<file path="config.mk">
export PLATFORM = sky130hd
export DESIGN_NAME = pmem_arbiter_flat
export DESIGN_NICKNAME = d
export VERILOG_FILES = /design/src/rtl/pmem_arbiter_pkg.sv /design/src/rtl/pmem_arbiter_if.sv /design/src/rtl/pmem_arbiter.sv /design/src/flat_wrapper.sv
export SDC_FILE = /design/constraint.sdc
export NUM_CORES = 1
export LEC_CHECK = 0
export CAP_MARGIN = 10
export CORE_AREA = 2 2 535 537
export CTS_CLUSTER_DIAMETER = 100
export DETAILED_ROUTE_END_ITERATION = 10
export DIE_AREA = 0 0 537 539
export PLACE_DENSITY = 0.35
export SLEW_MARGIN = 20
export SYNTH_ARGS = -nofsm -noshare
export SYNTH_HDL_FRONTEND = slang
export SYNTH_SLANG_ARGS = --single-unit
export TNS_END_PERCENT = 20
</file>
<file path="constraint.sdc">
create_clock -name clk -period 2.95 [get_ports clk]
set_clock_uncertainty 0.2 [all_clocks]
set_input_delay 0.295 -clock clk [delete_from_list [all_inputs] [get_ports clk]]
set_output_delay 0.295 -clock clk [all_outputs]
set_load 0.1 [all_outputs]
</file>
<file path="src/rtl/pmem_arbiter_pkg.sv">
`default_nettype none
// +----------------------------------------------------------------------+
// | pmem_arbiter_pkg : shared types and widths for the pmem arbiter      |
// | Revision: 1.0                                                        |
// +----------------------------------------------------------------------+
package pmem_arbiter_pkg;

    localparam int S_ADDR = 32;
    localparam int S_LINE = 256;

    typedef enum logic [1:0] {
        ARB_IDLE    = 2'd0,
        ARB_SERVE_I = 2'd1,
        ARB_SERVE_D = 2'd2,
        ARB_DONE    = 2'd3
    } arb_state_t;

    typedef enum logic {
        ARB_ICACHE = 1'b0,
        ARB_DCACHE = 1'b1
    } arb_owner_t;

    typedef struct packed {
        logic [S_ADDR-1:0] addr;
        logic [S_LINE-1:0] wdata;
        logic              write;
    } arb_req_t;

endpackage

`default_nettype wire

</file>
<file path="src/rtl/pmem_arbiter_if.sv">
`default_nettype none
// +----------------------------------------------------------------------+
// | pmem_arbiter_if : cache-side and memory-side bus of the arbiter      |
// | Revision: 1.0                                                        |
// +----------------------------------------------------------------------+
interface pmem_arbiter_if;
    import pmem_arbiter_pkg::*;

    logic [S_ADDR-1:0] i_address;
    logic              i_read;
    logic [S_LINE-1:0] i_rdata;
    logic              i_resp;
    logic [S_ADDR-1:0] d_address;
    logic              d_read;
    logic              d_write;
    logic [S_LINE-1:0] d_wdata;
    logic [S_LINE-1:0] d_rdata;
    logic              d_resp;
    logic [S_ADDR-1:0] pmem_address;
    logic [S_LINE-1:0] pmem_wdata;
    logic              pmem_read;
    logic              pmem_write;
    logic [S_LINE-1:0] pmem_rdata;
    logic              pmem_resp;

    // The arbiter takes the slave view; caches and memory together form the master view.
    modport slave (
        input  i_address, i_read, d_address, d_read, d_write, d_wdata,
               pmem_rdata, pmem_resp,
        output i_rdata, i_resp, d_rdata, d_resp,
               pmem_address, pmem_wdata, pmem_read, pmem_write
    );

    modport master (
        output i_address, i_read, d_address, d_read, d_write, d_wdata,
               pmem_rdata, pmem_resp,
        input  i_rdata, i_resp, d_rdata, d_resp,
               pmem_address, pmem_wdata, pmem_read, pmem_write
    );

endinterface

`default_nettype wire

</file>
<file path="src/rtl/pmem_arbiter.sv">
`default_nettype none
// +----------------------------------------------------------------------+
// | pmem_arbiter : round-robin sharing of the physical-memory line port  |
// | Revision: 1.0                                                        |
// +----------------------------------------------------------------------+
module pmem_arbiter
    import pmem_arbiter_pkg::*;
(
    input  logic          clk,
    input  logic          rst,
    pmem_arbiter_if.slave bus
);

    arb_state_t r_state;
    arb_state_t w_state_next;
    arb_owner_t r_last_grant;
    arb_owner_t w_grant_owner;
    arb_req_t   r_req;
    logic       w_grant;
    logic       w_i_req;
    logic       w_d_req;

    assign bus.i_rdata      = bus.pmem_rdata;
    assign bus.d_rdata      = bus.pmem_rdata;
    assign bus.pmem_address = r_req.addr;
    assign bus.pmem_wdata   = r_req.wdata;

    always_comb begin
        w_state_next   = r_state;
        w_grant        = 1'b0;
        w_grant_owner  = r_last_grant;
        w_i_req        = bus.i_read;
        w_d_req        = bus.d_read | bus.d_write;
        bus.pmem_read  = 1'b0;
        bus.pmem_write = 1'b0;
        bus.i_resp     = 1'b0;
        bus.d_resp     = 1'b0;

        case (r_state)
            ARB_IDLE: begin
                if (w_i_req && w_d_req) begin
                    w_grant       = 1'b1;
                    w_grant_owner = (r_last_grant == ARB_ICACHE) ? ARB_DCACHE : ARB_ICACHE;
                end else if (w_i_req) begin
                    w_grant       = 1'b1;
                    w_grant_owner = ARB_ICACHE;
                end else if (w_d_req) begin
                    w_grant       = 1'b1;
                    w_grant_owner = ARB_DCACHE;
                end
                if (w_grant) begin
                    w_state_next = (w_grant_owner == ARB_ICACHE) ? ARB_SERVE_I : ARB_SERVE_D;
                end
            end
            ARB_SERVE_I: begin
                bus.pmem_read = 1'b1;
                if (bus.pmem_resp) begin
                    bus.i_resp   = 1'b1;
                    w_state_next = ARB_DONE;
                end
            end
            ARB_SERVE_D: begin
                bus.pmem_read  = ~r_req.write;
                bus.pmem_write = r_req.write;
                if (bus.pmem_resp) begin
                    bus.d_resp   = 1'b1;
                    w_state_next = ARB_DONE;
                end
            end
            ARB_DONE: begin
                // Bubble lets the served cache drop its request before re-arbitration.
                w_state_next = ARB_IDLE;
            end
            default: begin
                w_state_next = ARB_IDLE;
            end
        endcase
    end

    always_ff @(posedge clk) begin
        if (!rst) begin
            r_state      <= ARB_IDLE;
            r_last_grant <= ARB_DCACHE;
            r_req        <= '0;
        end else begin
            r_state <= w_state_next;
            if (w_grant) begin
                r_last_grant <= w_grant_owner;
                if (w_grant_owner == ARB_ICACHE) begin
                    r_req.addr  <= bus.i_address;
                    r_req.write <= 1'b0;
                end else begin
                    // Read and write together resolve to the writeback.
                    r_req.addr  <= bus.d_address;
                    r_req.wdata <= bus.d_wdata;
                    r_req.write <= bus.d_write;
                end
            end
        end
    end

endmodule

`default_nettype wire
</file>
<file path="src/flat_wrapper.sv">
// flat-port wrapper written by rule: the top's interface ports become plain ports
module pmem_arbiter_flat import pmem_arbiter_pkg::*;
  (clk, rst, bus_i_address, bus_i_read, bus_d_address, bus_d_read, bus_d_write, bus_d_wdata, bus_pmem_rdata, bus_pmem_resp, bus_i_rdata, bus_i_resp, bus_d_rdata, bus_d_resp, bus_pmem_address, bus_pmem_wdata, bus_pmem_read, bus_pmem_write);
  pmem_arbiter_if bus_i ();
  input  logic clk;
  input  logic rst;
  input wire logic [$bits(bus_i.i_address)-1:0] bus_i_address;
  input wire logic [$bits(bus_i.i_read)-1:0] bus_i_read;
  input wire logic [$bits(bus_i.d_address)-1:0] bus_d_address;
  input wire logic [$bits(bus_i.d_read)-1:0] bus_d_read;
  input wire logic [$bits(bus_i.d_write)-1:0] bus_d_write;
  input wire logic [$bits(bus_i.d_wdata)-1:0] bus_d_wdata;
  input wire logic [$bits(bus_i.pmem_rdata)-1:0] bus_pmem_rdata;
  input wire logic [$bits(bus_i.pmem_resp)-1:0] bus_pmem_resp;
  output wire logic [$bits(bus_i.i_rdata)-1:0] bus_i_rdata;
  output wire logic [$bits(bus_i.i_resp)-1:0] bus_i_resp;
  output wire logic [$bits(bus_i.d_rdata)-1:0] bus_d_rdata;
  output wire logic [$bits(bus_i.d_resp)-1:0] bus_d_resp;
  output wire logic [$bits(bus_i.pmem_address)-1:0] bus_pmem_address;
  output wire logic [$bits(bus_i.pmem_wdata)-1:0] bus_pmem_wdata;
  output wire logic [$bits(bus_i.pmem_read)-1:0] bus_pmem_read;
  output wire logic [$bits(bus_i.pmem_write)-1:0] bus_pmem_write;
  assign bus_i.i_address = bus_i_address;
  assign bus_i.i_read = bus_i_read;
  assign bus_i.d_address = bus_d_address;
  assign bus_i.d_read = bus_d_read;
  assign bus_i.d_write = bus_d_write;
  assign bus_i.d_wdata = bus_d_wdata;
  assign bus_i.pmem_rdata = bus_pmem_rdata;
  assign bus_i.pmem_resp = bus_pmem_resp;
  assign bus_i_rdata = bus_i.i_rdata;
  assign bus_i_resp = bus_i.i_resp;
  assign bus_d_rdata = bus_i.d_rdata;
  assign bus_d_resp = bus_i.d_resp;
  assign bus_pmem_address = bus_i.pmem_address;
  assign bus_pmem_wdata = bus_i.pmem_wdata;
  assign bus_pmem_read = bus_i.pmem_read;
  assign bus_pmem_write = bus_i.pmem_write;
  pmem_arbiter u_core (.clk(clk), .rst(rst), .bus(bus_i));
endmodule
</file>
======== Yosys cells after proc, flatten, opt, wreduce, memory -nomap -nowiden ========
Cells that the tools add are included.
W data, S select, Z words.
cells by class
  eq/ne operators ......................... 5
  mux-type cells .......................... 22
  bitwise gates (word level) .............. 2
  reduce and logical (&&, ||, !) cells .... 5
operators with widths
  operator              count
  $mux W32              1
  $mux W1               16
  $mux W2               3
  $pmux W2 S3           1
  $eq A2 B2 Y1 const B  2
  $reduce_and A2 Y1     2
  $eq A2 B1 Y1 const B  1
  $logic_not A2 Y1      1
  $ne A2 B1 Y1 const B  1
  $ne A2 B2 Y1 const B  1
  $pmux W1 S2           1
  $reduce_or A2 Y1      1
  $logic_and A1 B1 Y1   1
  $not A1 Y1            1
  $or A1 B1 Y1          1
storage, ports and cells
  flip-flop bits (word level) ............. 292
  input bits .............................. 582

======== Logic depth before layout (Yosys ltp) ========
Gate-level depths: netlist of run 1.
  word-level depth ........................ 8
  depth in mapped cells ................... 8
  depth with buffers taken out ............ 5

======== Worst setup path before layout of run 1 ========
OpenSTA, ideal clock, no wires.
  path kind ............................... flip-flop to output port
  start ................................... register u_core.r_state[0]
  end ..................................... output bus_pmem_read
  arrival time ............................ 1448 ps
  required time ........................... 2455 ps
  setup slack ............................. 1007 ps
  stages on the path, launching flop included .. 4
  buffers on the path ..................... 0
  path through ............................ dfxtp_1 -> inv_1 -> ha_1 -> o21a_1
between the ends
  cells in the longest elaborated chain, start to end .. 2
  elaborated cells between the ends (all ways) .. 3
  classes of those cells .................. eq/ne: 2; mux: 1
ends and longest elaborated chain
  what                                                 RTL line            text
  start, declared                                      pmem_arbiter.sv:14  arb_state_t r_state;
  start signal, assigned                               pmem_arbiter.sv:86  r_state <= w_state_next;
  $eq A2 B2 Y1 / $eq A2 B1 Y1 (equally long branches)  pmem_arbiter.sv:39  case (r_state)
  $pmux W1 S2 *                                        pmem_arbiter.sv:39
  end, declared                                        flat_wrapper.sv:21  output wire logic [$bits(bus_i.pmem_read)-1:0] bus_pmem_read;
Every way passes the cells marked *; elsewhere a longest branch is shown, timed or not.

======== Worst setup path after layout of run 1 ========
  start ................................... register u_core.r_state[0]
  end ..................................... register u_core.r_req, in the netlist u_core.bus.pmem_wdata[213]
between the ends
  cells in the longest elaborated chain, start to end .. 3
  elaborated cells between the ends (all ways) .. 4
  classes of those cells .................. mux: 2; reduce/logical: 2
ends and longest elaborated chain
  what                                  RTL line            text
  $logic_not A2 Y1 *                    pmem_arbiter.sv:39
  $mux W1                               pmem_arbiter.sv:39
  $reduce_and A2 Y1 (no source line) *  n/a
  end, declared                         pmem_arbiter.sv:18  arb_req_t r_req;
Marks and branches as above.
A chain may end at the register's enable or synchronous reset.

==> summary.md, run 1 <==
| Metric | Value |
|---|---|
| Final nets | 2753 |
| Die area | 289000 sq um |
| Residual DRC | 0 |
| Clock-pin slew on the worst setup and hold paths | 0.06 ns |
| PortBufs | 617 |
| Rows | 196 |
| I/O Pins | 1386 |
| Hold path start | bus_d_address[19] |
| Via count | 15500 |
| Die Y | 539 um |
| Pin count of the biggest net entering global routing | 80 |
| Final worst slack | 0.232 ns |
| Post-Route WL | 180000 um |
| Chip Width | 537 um |
| # placed instances | 5691 |
| Final HPWL DP | 161000 um |
| Achievable clock frequency | 0.368 GHz |
| Initial Util | 6.25% |
| Worst hold path class | in -> reg |
| # Post-CTS Setup Buffers | 0 |
| Avg Vias per Cell | 2.59 |
| CTS tree | done |
| Cell taking the most area after synthesis | buf_4 |
| Synthesized area per cell | 8.08 sq um |
| Tcrit/Tclk final | 92.1% |
| Crit. End Element | flop |
| Share of Yosys cell area claimed by the top area cell type | 34.0% |
| PD cells | 1020 nW/um^2 |
| Count leader, synth | buf_4 |
| Crit path time final | 2.72 ns |
| Syn Inst Count | 2197 |
| Clock sink count | 292 |
| Cell area after synthesis | 17800 sq um |
| Worst R2R End | u_core.bus.pmem_wdata[213]$_SDFFE_PN0P_ |
| Reg2reg path depth | 7 |
| Fraction of registers with async set/reset | 0% |
| Unrepaired setup endpoints after global routing | false |
| # H-tree levels | 2 |
| Initial antenna violation count | 63 |
| Post-Place Setup Slack | 0.392 ns |
| Relative slew slack | 45.8% |
| Fin. Hold Viols | 0 |
| Total CTS buffers | 44 |
| R2r setup slk | 0.23 ns |
| Overall power | 25.7 mW |
| WP data arrival | 3.13 ns |
| Hold Path Stages | 3 |
| DRT iter0 DRCs | 831 |
| GRT Total Usage | 11.9% |
| Clk Latency, worst-skew pair | 0.67 ns |
| Total of warnings raised by yosys | 0 |
| Share of layout cells above drive strength 1 | 21.0% |
| Core ar. | 284000 sq um |
| Most used DFF post-synth | dfxtp_1 |
| Startpoint types | flop |
| Data required, critical path | 3.37 ns |
| GPL Wtd Cong | 0.735 |
| P&R area growth vs syn | 42.3% |
| Fillers | 33100 |
| Setup TNS | 0 ns |
| Register bit total from synthesis | 292 |
| Final setup fails | 0 |
| Max incr delay on CP | 0.55 ns |
| Syn nets | 2783 |
| GRT Residual Overflow | 0 |
| Crit Path Class | reg -> reg |
| Drt pass-1 iters | 5 |
| Crit-path cells | inv_1 -> ha_2 -> o21a_4 -> buf_4 -> nand3_1 -> a21oi_1 -> dlygate4sd3_1 |
| Number of enable flip-flop cells after synthesis | 0 |
| List of most frequent post-synthesis cells | buf_4 (805), dfxtp_1 (292), a21oi_1 (258), nand3_1 (258), o21ai_0 (235) |
| Distinct cells, synth | 31 |
| Hold worst-path end | u_core.bus.pmem_address[19]$_SDFFE_PN0P_ |
| Tightest Pin Transition | 0.819 ns |
| LEAKAGE | 8.31 nW |
| Pins Over Slew Limit | 0 |
| Vias in the first global route | 15400 |
| VDD IR-drop max | 0.000620 V |
| CP max FO | 19 |
| Status | complete, no violations |
| Post-route ant nets | 0 |
| First-pass GRT wire length | 214000 um |
| Finished Layout Cells | 5965 |
| MaxCap Viol Count | 0 |
| Reg-to-reg startpoint | u_core.r_state[0]$_SDFFE_PN0P_ |
| Max Buffers Root-to-Sink | 3 |
| Routed len/inst | 30.2 um |
| Slowest cell on crit path | dlygate4sd3_1 |
| Register area share after synthesis | 32.9% |
| Top cells by area, synth | buf_4 (34%), dfxtp_1 (33%), a21oi_1 (7.3%) |
| Clk root buf | clkbuf_16 |
## worst max path at each step
stage	slack [ns]	end	depth (start not counted)	startpoint
global route	0.06	u_core.bus.pmem_wdata[213]$_SDFFE_PN0P_	7	u_core.r_state[0]$_SDFFE_PN0P_
floorplan	1.01	bus_pmem_read	3	u_core.r_state[0]$_SDFFE_PN0P_
global placement	0.42	u_core.bus.pmem_address[2]$_SDFFE_PN0P_	6	bus_d_write
detailed placement	0.39	u_core.bus.pmem_address[1]$_SDFFE_PN0P_	6	bus_d_write
finish	0.23	u_core.bus.pmem_wdata[213]$_SDFFE_PN0P_	7	u_core.r_state[0]$_SDFFE_PN0P_
CTS	0.01	u_core.bus.pmem_address[11]$_SDFFE_PN0P_	7	u_core.r_state[0]$_SDFFE_PN0P_
## routing by layer
layer,track usage (%),routed length (um)
met5,1.67,684
met1,10.1,53500
met3,12.0,40100
met2,18.9,79600
met4,3.65,5940
## stage by stage
step,utilization (%),cell area (sq um),hold WS [ns]
floorplan,-,17800,0.243
global placement,7.72,21900,0.261
detailed placement,7.72,21900,0.267
CTS,8.89,25200,0.000175
global route,8.89,25300,0.0397
finish,8.90,25300,0.0675
## power by group
group          total (mW)  switching, mW  leakage [nW]  internal, mW
Clock                5.40           2.28         0.691          3.12
Combinational        14.9           11.7          5.22          3.20
Sequential           5.45          0.581          2.39          4.87
Total                25.7           14.5          8.31          11.2
## repair_timing
item                       CTS  global route
hold buffers               192             0
hold endpoints to repair   195             0
resized for setup            0             2
setup endpoints to repair    0            10
## cells in the final DEF, fill, tap and decap left out, types with 2 or more instances in the layout
master and count:
inv_1 2, diode_2 6, buf_12 21, nand3_1 257, nor2b_1 2, buf_2 6
ha_1 3, clkdlybuf4s50_1 324, clkbuf_16 46, dfxtp_1 291, o211ai_1 65, a31oi_1 34
o21ai_0 235, inv_6 4, buf_4 354, clkinv_2 7, clkinvlp_4 2, nand2b_1 2
dlygate4sd3_1 192, clkbuf_8 4, clkbuf_1 9, o21ai_1 53, bufinv_16 2, a21oi_1 258
and2_1 3
## registers in the layout, summed over array words and instances (netlist names), named ones only
name,flops
u_core.bus.pmem_wdata,256
u_core.bus.pmem_address,32
u_core.r_state,2
u_core.r_req,1
## final cells by class
type / instances / area, sq um / area share, %
Tap cell: 3762 / 4710 / 18.6
Antenna cell: 6 / 15.0 / 0.0594
Inverter: 3 / 18.8 / 0.0743
Timing Repair Buffer: 897 / 8270 / 32.7
Multi-Input combinational cell: 929 / 4990 / 19.8
Clock buffer: 59 / 1240 / 4.91
Clock inverter: 17 / 170 / 0.673
Sequential cell: 292 / 5850 / 23.2
## kinds of logic (layout without fill, tap and decap cells)
family / Yosys count / in the layout / synth area share, %
flip-flops: 292 / 292 / 32.9
AO/OA/AOI/OAI: 653 / 653 / 19.8
AND/OR/NAND/NOR: 272 / 272 / 7.77
buffers and inverters: 976 / 976 / 39.3
other: 0 / 6 / 0
adder cells (fa/ha/maj): 4 / 4 / 0.282
## critical path: cells and delay by family, from the launching register on
kind	cells	cell delay [ns]
fa+ha+maj	1	0.37
simple gates	1	0.21
flops	1	0.31
compound gates	2	0.51
buf+inv	3	1.06
Note: power is estimated with default switching activity, not from simulation.
==> inputs of run 2 (changes only) <==
GPL_ROUTABILITY_DRIVEN = 0   (was not set)
==> results of run 2 <==
No change in the layout: final DEF, timing and power equal those of run 1.
